<file path="config.mk">
export PLATFORM = sky130hd
export DESIGN_NAME = regfile_sb
export DESIGN_NICKNAME = d
export VERILOG_FILES = /design/src/rtl/regfile_sb.sv
export SDC_FILE = /design/constraint.sdc
export NUM_CORES = 2
export LEC_CHECK = 0
export BUFFER_PORTS_ARGS = -buffer_cell sky130_fd_sc_hd__buf_2
export CAP_MARGIN = 20
export CELL_PAD_IN_SITES_DETAIL_PLACEMENT = 0
export CELL_PAD_IN_SITES_GLOBAL_PLACEMENT = 1
export CORE_MARGIN = 2
export CORE_UTILIZATION = 47
export CTS_BUF_LIST = sky130_fd_sc_hd__clkbuf_2
export CTS_CLUSTER_DIAMETER = 30
export DETAILED_ROUTE_END_ITERATION = 10
export PLACE_DENSITY_LB_ADDON = 0.1
export SLEW_MARGIN = 20
export SYNTH_ARGS = -nofsm -noshare
export SYNTH_HDL_FRONTEND = slang
export SYNTH_SLANG_ARGS = --single-unit
</file>
<file path="constraint.sdc">
create_clock -name clk_i -period 3.28 [get_ports clk_i]
set_clock_uncertainty 0.05 [all_clocks]
set_input_delay 0.656 -clock clk_i [delete_from_list [all_inputs] [get_ports clk_i]]
set_output_delay 0.656 -clock clk_i [all_outputs]
set_load 0.01 [all_outputs]
</file>
<file path="src/rtl/regfile_sb.sv">
// Integer register file with issue scoreboard: combinational reads with same-cycle writeback bypass,
// single-cycle writes, and RAW/WAW hazard gating of issue via issue_ready_o (combinational).
package regfile_sb_pkg;
  typedef logic [31:0] bus32_t;
endpackage

module regfile_sb
  import regfile_sb_pkg::*;
#(
  parameter int NUM_REGS = 32,
  parameter int ADDR_W   = $clog2(NUM_REGS)
) (
  input  logic                clk_i,
  input  logic                rstn_i,
  input  logic [ADDR_W-1:0]   rs1_addr_i,
  input  logic [ADDR_W-1:0]   rs2_addr_i,
  output bus32_t              data_rs1_o,
  output bus32_t              data_rs2_o,
  input  logic                issue_valid_i,
  input  logic                issue_use_rs1_i,
  input  logic                issue_use_rs2_i,
  input  logic                issue_we_i,
  input  logic [ADDR_W-1:0]   issue_rd_i,
  output logic                issue_ready_o,
  input  logic                wb_valid_i,
  input  logic [ADDR_W-1:0]   wb_rd_i,
  input  bus32_t              data_rd_i,
  output logic [NUM_REGS-1:0] busy_o
);

  // Entry 0 is never stored; index 0 reads as zero and its busy bit is tied low.
  bus32_t                regs   [1:NUM_REGS-1];
  logic [NUM_REGS-1:1]   busy_q;
  logic [NUM_REGS-1:1]   busy_nxt;
  logic [NUM_REGS-1:0]   pend;
  logic                  accept;

  assign busy_o = {busy_q, 1'b0};

  // A writeback in the current cycle resolves the hazard on its destination.
  always_comb begin
    pend = '0;
    for (int i = 1; i < NUM_REGS; i++) begin
      pend[i] = busy_q[i] && !(wb_valid_i && (wb_rd_i == ADDR_W'(i)));
    end
  end

  always_comb begin
    issue_ready_o = 1'b1;
    if (issue_use_rs1_i && pend[rs1_addr_i]) issue_ready_o = 1'b0;
    if (issue_use_rs2_i && pend[rs2_addr_i]) issue_ready_o = 1'b0;
    if (issue_we_i && pend[issue_rd_i])      issue_ready_o = 1'b0;
  end

  assign accept = issue_valid_i && issue_ready_o;

  // Clear before set so a same-index clear/set leaves the new producer marked busy.
  always_comb begin
    busy_nxt = busy_q;
    for (int i = 1; i < NUM_REGS; i++) begin
      if (wb_valid_i && (wb_rd_i == ADDR_W'(i))) busy_nxt[i] = 1'b0;
      if (accept && issue_we_i && (issue_rd_i == ADDR_W'(i))) busy_nxt[i] = 1'b1;
    end
  end

  always_ff @(posedge clk_i or negedge rstn_i) begin
    if (!rstn_i) begin
      busy_q <= '0;
      for (int i = 1; i < NUM_REGS; i++) begin
        regs[i] <= '0;
      end
    end else begin
      busy_q <= busy_nxt;
      for (int i = 1; i < NUM_REGS; i++) begin
        if (wb_valid_i && (wb_rd_i == ADDR_W'(i))) regs[i] <= data_rd_i;
      end
    end
  end

  always_comb begin
    data_rs1_o = '0;
    data_rs2_o = '0;
    for (int i = 1; i < NUM_REGS; i++) begin
      if (rs1_addr_i == ADDR_W'(i)) data_rs1_o = regs[i];
      if (rs2_addr_i == ADDR_W'(i)) data_rs2_o = regs[i];
    end
    if (wb_valid_i && (wb_rd_i == rs1_addr_i) && (rs1_addr_i != '0)) data_rs1_o = data_rd_i;
    if (wb_valid_i && (wb_rd_i == rs2_addr_i) && (rs2_addr_i != '0)) data_rs2_o = data_rd_i;
  end

endmodule

</file>
==> reports/metrics.yaml <==
tightest_slew_ps: 1244
setup_ws_ps: -1534
hp-class: "in2reg"
io_pins: 156
synth_cell_types: 97
vias: 56128
io_buffers: 154
cp.arrival_ps: 4110
routed_wl_um: 274200
synth_area_mm2: 0.05601
postRouteAntennaNets: 0
grt_most_used_layer: "met2"
syn_area_per_cell_um2: 10.53
use_met1_pct: 57.76
power.leakage_nw: 33.15
hold_viol: 1
synth_edf_count: 0
cts_tree: "done"
path_clk_slew_ps: 90
synth_top_area_cell: "dfrtp_1"
end_kind: "primary output"
fin_area_mm2: 0.07373
gr-usage-met2_pct: 67.06
route.detailed.drc: 0
fp.dieArea_mm2: 0.1220
antenna_found_initial: 10
place_inst: 7627
finalCritPeriodShare_pct: 146.8
clk_latency_ps: 1680
failed_checks: "hold timing, setup timing"
yosys_warnings: 0
ys_top_cells_by_area: "dfrtp_1 (46%), mux2_2 (21%), o21ai_0 (3.8%), o22ai_1 (2.6%), clkbuf_1 (2.3%)"
pwr_density_cell_mw_per_mm2: 485.7
hold_slack_ps: -26.09
clockBufferDepth: 4
async_reset_ff_share_pct: 100.0
min_period_ps: 4814
criticalPathCategory: "reg2out"
status: "complete, but fails checks"
clock.fmax_ghz: 0.2077
stdcell_count: 8334
yosysTopAreaCellShare_pct: 45.70
floorplan.rows: 126
die-width_um: 349.2
synth-seq-cells: 1023
crit_required_ps: 2570
maxSlewHeadroom_pct: 17.09
rsz0062_at_grt: "true"
synth_fp_nets: 5379
syn_inst: 5320
placed_cell_area_mm2: 0.06687
area_growth_pct: 31.63
ys_seq_area_share_pct: 45.70
pre_cts_ws_ps: -1363
finalMaxSlewViolations: 0
synth_ff_type: "dfrtp_1"
cts_htree_levels: 5
synthTopCellsByCount: "mux2_2 (1025), dfrtp_1 (1023), o21ai_0 (423)"
drt_iter0_drc: 7424
use_met3_pct: 9.985
start_util_pct: 47.44
grt_max_degree: 102
p_total_w: 0.03581
first_global_vias: 55697
dp_hpwl_um: 200900
numCtsBuffers: 317
fp.coreArea_mm2: 0.1181
synth_most_common_cell: "mux2_2"
post_drt_wl_per_cell_um: 32.90
fp.dieH_um: 349.2
dr.pass1.iters: 10
critPathLaunchType: "flip-flop"
cts_sinks: 1023
clock-root-buffer: "clkbuf_2"
grt-ovfl-total: 0
finalWeightedCongestion: 1.044
finalSetupViolations: 65
final_nets: 6631
worstPathMaxFanout: 2
cap_violations: 0
via_per_inst: 6.735
ir_worst_vdd_uv: 394.9
grtUsageTotal_pct: 44.37
final_layout_size_suffix_gt1_share_pct: 48.32
grt_first_pass_wirelength_um: 392300
-- cells in the final DEF, fill, tap and decap left out, drive strengths merged, types with 17 or more instances in the layout --
cell type	instances
mux2i	74
a22o	27
nor2	329
buf	1312
nand2	320
a222oi	41
clkbuf	436
a21oi	228
dlygate4sd3	131
a221o	19
o221ai	70
nor4	18
clkinv	90
a22oi	144
inv	22
o211ai	33
mux2	1025
o21ai	454
nor3	69
nand3	90
a31oi	59
nand2b	22
o22ai	234
and3	17
a211oi	44
dfrtp	1023
nor2b	26
or3	22
o2bb2ai	30
a221oi	104
nand4	34
-- registers in the layout (all words and copies together) (netlist names) --
name,cells
busy_q,31
regs,992
-- metal layers --
metal  share of wire (%)  vias up
met5               0.024        -
met4                 7.4       10
met3                  10      955
met2                  44     3670
met1                  39    28526
li1                    -    22967
-- cell families (layout without fill, tap and decap cells) --
family                    count (synthesis)  after routing  share of synthesized area, %
buffers and inverters                   529           1995                         3.905
other                                     1             13                      0.006695
DFF                                    1023           1023                         45.70
AOI/OAI and AO/OA                      1615           1615                         19.00
muxes                                  1113           1113                         22.49
xor gates and xnor gates                  8              8                        0.1251
and+or+nand+nor                        1031           1031                         8.772
-- power by group --
group,internal (W),leakage [nW],switching (W)
sequential,0.0151,13.1,0.00231
combinational,0.00434,18.0,0.00419
clock,0.00391,2.10,0.00601
total,0.0233,33.2,0.0125
-- final timing paths --
check                                start             to  slack [ps]  cells past startpoint
worst min-delay path            wb_rd_i[2]     busy_q[15]         -30                      8
max in group asynchronous           rstn_i      regs[909]        1620                      7
worst max register to register   busy_q[3]      busy_q[4]         110                     11
worst max-delay path             regs[899]  data_rs2_o[3]       -1530                     10
min in group asynchronous           rstn_i      regs[496]         570                      5
worst min register to register   regs[801]      regs[801]         480                      1
-- stage by stage --
step / setup TNS [ps] / utilization, %
CTS: -85770 / 61.66
global placement: -71240 / 56.63
global route: -81900 / 62.43
finish: -71790 / 62.44
floorplan: -22.06 / -
detailed placement: -70720 / 56.63
-- repair_timing --
| item | 4_1_cts | 5_1_grt |
|---|---|---|
| hold buffers | 133 | 3 |
| hold endpoints to repair | 2046 | 12 |
| pin swaps | 270 | 196 |
| gates resized for setup | 450 | 157 |
| setup buffers | 36 | 30 |
| endpoints found under the setup margin | 65 | 95 |
| gates cloned | 0 | 0 |
-- critical path, stage by stage (launching register included) --
cell and delay [ps]:
dfrtp_1 400, mux2i_1 140, o2bb2ai_1 90, a222oi_1 610, a31oi_2 280, nor3_2 220, buf_4 150, o221ai_4 120
o211ai_1 180, a21oi_2 110, buf_2 150
-- area by class of cell --
type	count	area, µm²
fill	10200	44350
clock inverter	97	506.7
sequential	1023	25600
tap	1536	1922
clock buffer	436	2182
timing repair buffer	1443	12370
multi-input combinational	3768	31040
inverter	19	71.32
antenna	12	30.03
No activity file was read; power rests on OpenSTA's default activity.
